[src/rtl/jump_engine.sv]
// Jump-physics engine: converts a held jump key into integer-kinematics height/velocity per tick.
// Optional macro JUMP_ENGINE_SHORT_HOP_EN halves upward velocity when the key is released mid-rise.
module jump_engine #(
  parameter int unsigned CLOCK_FREQUENCY = 25000000,
  parameter int unsigned TICKS_PER_SEC   = 4,
  parameter int unsigned H_WIDTH         = 16,
  parameter int unsigned GROUND          = 150,
  parameter int unsigned CEILING         = 0,
  parameter int unsigned JUMP_VEL        = 7,
  parameter int unsigned GRAVITY         = 1,
  parameter int unsigned MAX_JUMPS       = 2
) (
  input  logic                                 Clock,
  input  logic                                 reset,
  input  logic                                 enable,
  input  logic                                 freeze,
  input  logic                                 jump_req,
  output logic [H_WIDTH-1:0]                   height,
  output logic [H_WIDTH-1:0]                   velocity,
  output logic                                 airborne,
  output logic [$clog2(MAX_JUMPS+1)-1:0]       jump_count,
  output logic                                 landed,
  output logic                                 tick
);

  localparam int unsigned PERIOD = CLOCK_FREQUENCY / TICKS_PER_SEC;
  localparam int unsigned CW     = (PERIOD > 2) ? $clog2(PERIOD) : 1;
  localparam int unsigned JW     = $clog2(MAX_JUMPS + 1);

  localparam logic signed [H_WIDTH:0]   GROUND_S = (H_WIDTH+1)'(GROUND);
  localparam logic signed [H_WIDTH:0]   CEIL_S   = (H_WIDTH+1)'(CEILING);
  localparam logic [H_WIDTH-1:0]        GROUND_H = H_WIDTH'(GROUND);
  localparam logic [H_WIDTH-1:0]        CEIL_H   = H_WIDTH'(CEILING);
  localparam logic [H_WIDTH-1:0]        JVEL_H   = H_WIDTH'(JUMP_VEL);
  localparam logic signed [H_WIDTH-1:0] GRAV_H   = H_WIDTH'(GRAVITY);
  localparam logic [CW-1:0]             RELOAD   = CW'(PERIOD - 1);
  localparam logic [JW-1:0]             MAXJ     = JW'(MAX_JUMPS);

  typedef enum logic [1:0] {ST_GROUND, ST_RISE, ST_FALL} state_t;

  state_t                     state_q, state_d;
  logic [H_WIDTH-1:0]         height_d, vel_d;
  logic [JW-1:0]              jc_d;
  logic [CW-1:0]              cnt_q, cnt_d;
  logic                       jq;
  logic                       landed_d, tick_d;

  logic                       press, air;
  logic signed [H_WIDTH:0]    h_next;
  logic signed [H_WIDTH-1:0]  v_step;
`ifdef JUMP_ENGINE_SHORT_HOP_EN
  logic                       release_ev;
  logic signed [H_WIDTH-1:0]  v_step_half, v_cur_half;
`endif

  // State register; jq samples the key every cycle regardless of enable/freeze
  always_ff @(posedge Clock) begin
    if (!reset) begin
      state_q    <= ST_GROUND;
      height     <= GROUND_H;
      velocity   <= '0;
      jump_count <= '0;
      cnt_q      <= '0;
      airborne   <= 1'b0;
      landed     <= 1'b0;
      tick       <= 1'b0;
      jq         <= 1'b0;
    end else begin
      state_q    <= state_d;
      height     <= height_d;
      velocity   <= vel_d;
      jump_count <= jc_d;
      cnt_q      <= cnt_d;
      airborne   <= (state_d != ST_GROUND);
      landed     <= landed_d;
      tick       <= tick_d;
      jq         <= jump_req;
    end
  end

  // Next-state: press beats a due step; disable forces the ground pose silently
  always_comb begin
    state_d  = state_q;
    height_d = height;
    vel_d    = velocity;
    jc_d     = jump_count;
    cnt_d    = cnt_q;
    landed_d = 1'b0;
    tick_d   = 1'b0;

    press  = jump_req & ~jq;
    air    = (state_q != ST_GROUND);
    h_next = $signed({1'b0, height}) - $signed({velocity[H_WIDTH-1], velocity});
    v_step = $signed(velocity) - GRAV_H;
`ifdef JUMP_ENGINE_SHORT_HOP_EN
    release_ev  = ~jump_req & jq;
    v_step_half = v_step >>> 1;
    v_cur_half  = $signed(velocity) >>> 1;
`endif

    if (!enable) begin
      state_d  = ST_GROUND;
      height_d = GROUND_H;
      vel_d    = '0;
      jc_d     = '0;
      cnt_d    = '0;
    end else if (!freeze) begin
      if (press && (!air || (jump_count < MAXJ))) begin
        vel_d   = JVEL_H;
        jc_d    = jump_count + JW'(1);
        cnt_d   = RELOAD;
        state_d = ST_RISE;
      end else if (air && (cnt_q == '0)) begin
        tick_d = 1'b1;
        cnt_d  = RELOAD;
        if (h_next >= GROUND_S) begin
          height_d = GROUND_H;
          vel_d    = '0;
          jc_d     = '0;
          state_d  = ST_GROUND;
          landed_d = 1'b1;
        end else if (h_next < CEIL_S) begin
          height_d = CEIL_H;
          vel_d    = '0;
          state_d  = ST_FALL;
        end else begin
          height_d = h_next[H_WIDTH-1:0];
          vel_d    = v_step;
          state_d  = (v_step > 0) ? ST_RISE : ST_FALL;
`ifdef JUMP_ENGINE_SHORT_HOP_EN
          if (release_ev && (state_q == ST_RISE)) begin
            vel_d   = v_step_half;
            state_d = (v_step_half > 0) ? ST_RISE : ST_FALL;
          end
`endif
        end
      end else if (air) begin
        cnt_d = cnt_q - CW'(1);
`ifdef JUMP_ENGINE_SHORT_HOP_EN
        if (release_ev && (state_q == ST_RISE)) begin
          vel_d = v_cur_half;
          if (v_cur_half == '0) state_d = ST_FALL;
        end
`endif
      end
    end
  end

endmodule

[config.mk]
export PLATFORM = sky130hd
export DESIGN_NAME = jump_engine
export DESIGN_NICKNAME = d
export VERILOG_FILES = /design/src/rtl/jump_engine.sv
export SDC_FILE = /design/constraint.sdc
export NUM_CORES = 1
export LEC_CHECK = 0
export ABC_CLOCK_PERIOD_IN_PS = 3400
export BUFFER_PORTS_ARGS = -buffer_cell sky130_fd_sc_hd__buf_2
export CORE_ASPECT_RATIO = 1.75
export CORE_MARGIN = 2
export CORE_UTILIZATION = 32
export DETAILED_ROUTE_END_ITERATION = 8
export PLACE_DENSITY = 0.52
export SYNTH_ARGS = -nofsm -noshare
export SYNTH_HDL_FRONTEND = slang
export SYNTH_SLANG_ARGS = --single-unit
[constraint.sdc]
create_clock -name Clock -period 3.4 [get_ports Clock]
set_clock_uncertainty 0.2 [all_clocks]
set_input_delay 0.51 -clock Clock [delete_from_list [all_inputs] [get_ports Clock]]
set_output_delay 0.51 -clock Clock [all_outputs]
set_load 0.01 [all_outputs]
==> results of run 1 <==
placed cells by master (no fill, tap or decap), drive strengths merged, types with 2 or more instances in the layout:
cell type and instances:
ha 19, dfxtp 63, xor2 7, o21ai 14, a21o 7, nor3 27
a211o 3, a31oi 3, nor2 55, xnor2 27, nor3b 4, clkinv 3
nand2 35, bufinv 2, o21a 5, o41ai 2, o211ai 2, o31ai 4
o311ai 3, nor4b 3, nor4 7, and2 7, or2 2, nand4 6
a211oi 6, o2111ai 6, or4 5, or3 2, a2111oi 2, nor2b 8
inv 29, nand3 16, a21oi 49, clkbuf 11, buf 82, nand2b 10
o221ai 2, and3 12
power by group through the flow:
stage,Clock (mW),Combinational [mW],Sequential (mW)
2_1_floorplan,0,0.210,0.789
3_3_place_gp,0,0.300,0.786
3_5_place_dp,0,0.302,0.787
4_1_cts,1.05,0.307,0.771
5_1_grt,1.08,0.361,0.773
6_report,1.02,0.329,0.771
timing repair:
| item | in CTS | in global routing |
|---|---|---|
| resized for setup | 3 | 23 |
| endpoints found under the setup margin | 12 | 30 |
| setup buffers | 0 | 1 |
| pin swaps | 0 | 4 |
| gates cloned | 0 | 0 |
flip-flops by register name (all words and copies together), names as in the netlist:
register,cells
airborne,1
cnt_q,23
height,16
jq,1
jump_count,2
landed,1
state_q,2
tick,1
velocity,16
worst max-delay path by stage:
| stage | endpoint | slack (ns) | cells past startpoint |
|---|---|---|---|
| 3_3_place_gp | velocity[4] | -0.07 | 12 |
| 2_1_floorplan | velocity[1] | 0.17 | 11 |
| 4_1_cts | velocity[5] | -0.01 | 11 |
| 6_report | height[1] | 0.17 | 12 |
| 3_5_place_dp | velocity[6] | -0.17 | 12 |
| 5_1_grt | velocity[1] | -0.01 | 12 |
worst max-delay path, cell delays in order (launching register included):
cell,delay (ns)
dfxtp_1,0.32
inv_1,0.04
ha_1,0.28
a21o_1,0.23
a21o_1,0.21
a2111oi_0,0.44
nand3_1,0.16
and4bb_2,0.35
o2111ai_4,0.18
nor2_2,0.16
buf_4,0.18
a21oi_1,0.09
a211o_1,0.26
logic make-up after synthesis:
kind of cell	count (synthesis)
adder cells (fa/ha/maj)	20
XOR/XNOR	34
buffers and inverters	42
multiplexers	1
AO/OA/AOI/OAI	121
AND/OR/NAND/NOR	200
flip-flops	63
through the flow:
stage | util | setup WS, ns | instance area (µm²) | total power, mW | TNS, ns
after floorplan | - | 0.166 | 3860 | 0.999 | 0
after global placement | 0.378 | -0.0700 | 4480 | 1.09 | -0.562
after detailed placement | 0.378 | -0.166 | 4480 | 1.09 | -1.32
after CTS | 0.407 | -0.0143 | 4830 | 2.13 | -0.0143
after global routing | 0.418 | -0.0106 | 4960 | 2.22 | -0.0203
final | 0.418 | 0.167 | 4960 | 2.12 | 0
routing by layer:
| metal | vias up | track usage |
|---|---|---|
| met4 | 0 | 0.0914 |
| met3 | 32 | 0.0277 |
| li1 | 1893 | - |
| met5 | - | 0 |
| met1 | 1822 | 0.182 |
| met2 | 82 | 0.370 |
layout make-up:
| type | count | area, µm² | share of cell area |
|---|---|---|---|
| multi-input combinational | 376 | 2580 | 0.519 |
| sequential | 63 | 1260 | 0.254 |
| timing repair buffer | 82 | 513 | 0.103 |
| clock buffer | 11 | 253 | 0.0509 |
| tap | 137 | 171 | 0.0345 |
| inverter | 29 | 109 | 0.0219 |
| clock inverter | 5 | 78.8 | 0.0159 |
==> flow_metrics.env, run 1 <==
export IMPL_status="completed"
export IMPL_met1_length_um=4310
export IMPL_r2r_cells=12
export IMPL_drtIter0Drc=162
export IMPL_p_comb_frac=0.155
export IMPL_synth_simple_gate_area_share=0.276
export IMPL_switching_share=0.258
export IMPL_maxCapViolCount=0
export IMPL_synth_commonest_cells="dfxtp_1, nor2_1, a21oi_1"
export IMPL_finalMaxSlewViolations=0
export IMPL_synth_edf_count=0
export IMPL_root_buffer="clkbuf_16"
export IMPL_critPathMaxFanout=8
export IMPL_wl_met3_um=282
export IMPL_arrival_ns=3.25
export IMPL_post_route_drc_count=0
export IMPL_leakagePower_nw=2.06
export IMPL_synth_cell_types=64
export IMPL_critPathCaptureType="flop"
export IMPL_hold_viol=0
export IMPL_first_pass_iters=4
export IMPL_p_seq_frac=0.364
export IMPL_p_per_area_nw_per_um2=427
export IMPL_clk_pin_slew_ns=0.06
export IMPL_fp_dieArea_um2=13000
export IMPL_synthArstFlopShare=0
export IMPL_reg2reg_from="velocity[11]"
export IMPL_final_layout_size_suffix_gt1_frac=0.242
export IMPL_hp_start="jump_req"
export IMPL_grt_pass1_vias=3766
export IMPL_yosysMostFrequentCell="dfxtp_1"
export IMPL_worstMarginPinSlew_ns=0.508
export IMPL_start_util=0.325
export IMPL_avgSynthCellArea_um2=8.02
export IMPL_detail_route_antenna_nets=0
export IMPL_port_buffer_count=41
export IMPL_cts_sinks=63
export IMPL_placedCellCount=686
export IMPL_grt_pass1_wl_um=18700
export IMPL_wl_met2_um=6870
export IMPL_grt_overflow_total=0
export IMPL_grt_max_degree=26
export IMPL_grtUsageTotal=0.188
export IMPL_fmax_mhz=309
export IMPL_finalCritPeriodShare=0.951
export IMPL_row_count=53
export IMPL_irDropWorstVdd_mv=0.266
export IMPL_place_congestion=0.990
export IMPL_cts_tree="yes"
export IMPL_muxShareOfSynthArea=0.00259
export IMPL_wl_um=11900
export IMPL_synth_warnings=0
export IMPL_min_period_ns=3.23
export IMPL_timing_hold_worst_class="in2reg"
export IMPL_synth_top_cells_by_area="dfxtp_1, a21oi_1, ha_1"
export IMPL_slew_headroom=0.659
export IMPL_synthFlopType="dfxtp_1"
export IMPL_crit_type="reg2reg"
export IMPL_hold_end="jq"
export IMPL_yosysTopAreaCellShare=0.327
export IMPL_setup_worst_path_start="velocity[11]"
export IMPL_final_cells=703
export IMPL_place_hpwl_um=9350
export IMPL_area_growth_pct=28.7
export IMPL_synth_compound_area_frac=0.209
export IMPL_hold_depth=2
export IMPL_syn_nets=506
export IMPL_r2r_setup_slack_ns=0.17
export IMPL_hold_buffers=0
export IMPL_htreeDepth=3
export IMPL_fp_dieH_um=149
export IMPL_diodes=0
export IMPL_synth_top_family_by_area="simple AND/OR/NAND/NOR gates"
export IMPL_final_nets=586
export IMPL_worstSkewPairLatency_ns=0.33
export IMPL_drt_wirelength_per_cell_um=17.0
export IMPL_final_setup_viol_count=0
export IMPL_synth_seq_area_share=0.327
export IMPL_fillCellCount=1214
export IMPL_cp_start_kind="flop"
export IMPL_p_int_mw=1.57
export IMPL_synth_seq_cells=63
export IMPL_worstPathRequired_ns=3.42
export IMPL_die_width_um=87.0
export IMPL_coreArea_um2=11900
export IMPL_worstReg2RegEnd="height[1]"
export IMPL_viasPerCell=5.45
export IMPL_antenna_found_initial=0
export IMPL_synth_xor_area_frac=0.0772
export IMPL_cts_path_max_buffers=2
export IMPL_synth_fa_ha_area_frac=0.0668
export IMPL_ios=42
export IMPL_yosysTopAreaCell="dfxtp_1"
export IMPL_cts_buffers=9
export IMPL_netlist_area_um2=3860
export IMPL_clockPowerShare=0.482
export IMPL_routed_top_layer="met4"
export IMPL_num_vias=3829
export IMPL_power_switching_mw=0.548
export IMPL_synthCells=481
export IMPL_fin_hold_ws_ns=0.203
(Power assumes the default switching activity.)
==> run 2, diff against run 1 <==
--- a/config.mk
+++ b/config.mk
@@ -11,7 +11,7 @@
 export CORE_MARGIN = 2
 export CORE_UTILIZATION = 32
 export DETAILED_ROUTE_END_ITERATION = 8
-export PLACE_DENSITY = 0.52
+export PLACE_DENSITY = 0.56
 export SYNTH_ARGS = -nofsm -noshare
 export SYNTH_HDL_FRONTEND = slang
 export SYNTH_SLANG_ARGS = --single-unit
==> run 2 against run 1 <==
  * Global-route usage increased by 0.46 points
  * Sequential share of layout area down 0.13 points
  * Cell count is 0.85% higher
  * Register-to-register slack worse by 0.05 ns
  * Die area stayed put
  * Flip-flop and latch count unchanged
  * Non-clock buffer count grew 6
  * First-iteration DRC count increased by 22%
  * Routed wire length up 1.5%
  * Count of clock-buffer cells in the layout is 1 lower
  * Critical path type unchanged
  * Critical endpoint is now jump_count[1]
  * Largest power group unchanged
  * Highest routed layer unchanged
==> flow_metrics.env, run 2 (synthesis gave the netlist of run 1 again) <==
export IMPL_status="completed"
export IMPL_top_regs="cnt_q x23, height x16, velocity x16"
export IMPL_antenna_found_initial=0
export IMPL_hold_end="jq"
export IMPL_area_growth_pct=29.2
export IMPL_irDropWorstVdd_mv=0.358
export IMPL_final_cells=709
export IMPL_post_route_util=0.420
export IMPL_final_setup_viol_count=0
export IMPL_min_period_ns=3.29
export IMPL_clockPowerShare=0.494
export IMPL_cts_path_max_buffers=2
export IMPL_maxCapViolCount=0
export IMPL_num_vias=3833
export IMPL_post_route_drc_count=0
export IMPL_crit_path_cell_trace="inv_1 -> ha_1 -> nand2b_1 -> a31oi_1 -> o31ai_1 -> buf_4 -> a21boi_0 -> a211oi_2 -> o2111ai_4 -> nor2_4 -> buf_4 -> o311a_1"
export IMPL_htreeDepth=3
export IMPL_slowest_stage="dfxtp_1"
export IMPL_layout_common_cells="dfxtp_1, nor2_1, buf_4"
export IMPL_grt_max_degree=27
export IMPL_critPathCaptureType="flop"
export IMPL_worst_path_buf_inv=3
export IMPL_grt_overflow_total=0
export IMPL_drt_wirelength_per_cell_um=17.1
export IMPL_p_seq_frac=0.354
export IMPL_first_pass_iters=4
export IMPL_ios=42
export IMPL_p_per_area_nw_per_um2=437
export IMPL_slew_headroom=0.542
export IMPL_fin_hold_ws_ns=0.191
export IMPL_critPathMaxFanout=6
export IMPL_hold_buffers=0
export IMPL_cts_sinks=63
export IMPL_hold_viol=0
export IMPL_cts_buffers=9
export IMPL_crit_path_frequent_cell="buf_4"
export IMPL_largest_register_ffs=23
export IMPL_power_switching_mw=0.550
export IMPL_worstSkewPairLatency_ns=0.34
export IMPL_wl_um=12100
export IMPL_crit_path_max_incr_delay_ns=0.42
export IMPL_finalMaxSlewViolations=0
export IMPL_place_congestion=0.911
export IMPL_fillCellCount=1195
export IMPL_final_common_cell="dfxtp_1"
export IMPL_place_hpwl_um=9380
export IMPL_die_width_um=87.0
export IMPL_worstMarginPinSlew_ns=0.684
export IMPL_hold_depth=2
export IMPL_grt_pass1_wl_um=19300
export IMPL_p_int_mw=1.63
export IMPL_r2r_setup_slack_ns=0.11
export IMPL_grt_pass1_vias=3957
export IMPL_placedCellCount=692
export IMPL_fp_dieH_um=149
export IMPL_final_layout_size_suffix_gt1_frac=0.243
export IMPL_p_comb_frac=0.152
export IMPL_hp_start="jump_req"
export IMPL_switching_share=0.252
export IMPL_arrival_ns=3.31
export IMPL_coreArea_um2=11900
export IMPL_row_count=53
export IMPL_timing_hold_worst_class="in2reg"
export IMPL_r2r_cells=12
export IMPL_worstReg2RegEnd="jump_count[1]"
export IMPL_leakagePower_nw=2.07
export IMPL_grtUsageTotal=0.193
export IMPL_drtIter0Drc=198
export IMPL_fmax_mhz=304
export IMPL_start_util=0.325
export IMPL_viasPerCell=5.41
export IMPL_reg2reg_from="velocity[1]"
export IMPL_crit_type="reg2reg"
export IMPL_port_buffer_count=41
export IMPL_finalCritPeriodShare=0.966
export IMPL_final_nets=592
export IMPL_critPathTopFamily="compound AO/OA/AOI/OAI gates"
export IMPL_detail_route_antenna_nets=0
export IMPL_clk_pin_slew_ns=0.05
export IMPL_fp_dieArea_um2=13000
export IMPL_cp_start_kind="flop"
export IMPL_worstPathRequired_ns=3.42
export IMPL_rsz0062_at_grt="true"
export IMPL_diodes=0
export IMPL_root_buffer="clkbuf_16"
export IMPL_regMostFlops="cnt_q"
export IMPL_cts_tree="yes"
-- run 2: power by group through the flow --
stage          Combinational, mW  Sequential (mW)  Clock (mW)
4_1_cts                    0.313            0.771        1.10
2_1_floorplan              0.210            0.789           0
3_5_place_dp               0.308            0.787           0
5_1_grt                    0.365            0.774        1.13
6_report                   0.333            0.772        1.08
3_3_place_gp               0.304            0.786           0
-- run 2: worst max-delay path by stage --
| stage | to | from | cells past startpoint |
|---|---|---|---|
| global placement | airborne | height[0] | 13 |
| CTS | velocity[0] | height[0] | 14 |
| global route | velocity[2] | velocity[1] | 13 |
| floorplan | velocity[1] | velocity[7] | 11 |
| detailed placement | airborne | height[0] | 13 |
| finish | jump_count[1] | velocity[1] | 12 |
-- run 2: layout make-up --
| class | instances | area (µm²) | share of cell area |
|---|---|---|---|
| clock inverter | 6 | 108 | 0.0216 |
| tap | 137 | 171 | 0.0344 |
| multi-input combinational | 376 | 2530 | 0.509 |
| clock buffer | 10 | 239 | 0.0479 |
| inverter | 29 | 109 | 0.0218 |
| sequential | 63 | 1260 | 0.253 |
| timing repair buffer | 88 | 562 | 0.113 |
-- run 2: metal layers --
layer	vias up	global-route usage	part of all wire
li1	1915	-	-
met1	1801	0.188	0.37
met2	91	0.367	0.56
met3	26	0.0410	0.038
met4	0	0.0969	0.033
met5	-	0	0
-- run 2: repair_timing --
item,CTS,global route
endpoints found under the setup margin,17,28
gates resized for setup,5,16
pin swaps,2,6
buffers inserted,0,1
-- run 2: through the flow --
stage                     total power [mW]  setup WS (ns)  cell area, µm²  setup TNS [ns]
after floorplan                      0.999          0.166            3860               0
after global placement                1.09        -0.0382            4530         -0.0382
after detailed placement              1.09        -0.0325            4530         -0.0325
after CTS                             2.18         0.0302            4890               0
after global routing                  2.27       -0.00871            4980        -0.00900
final                                 2.18          0.115            4980               0
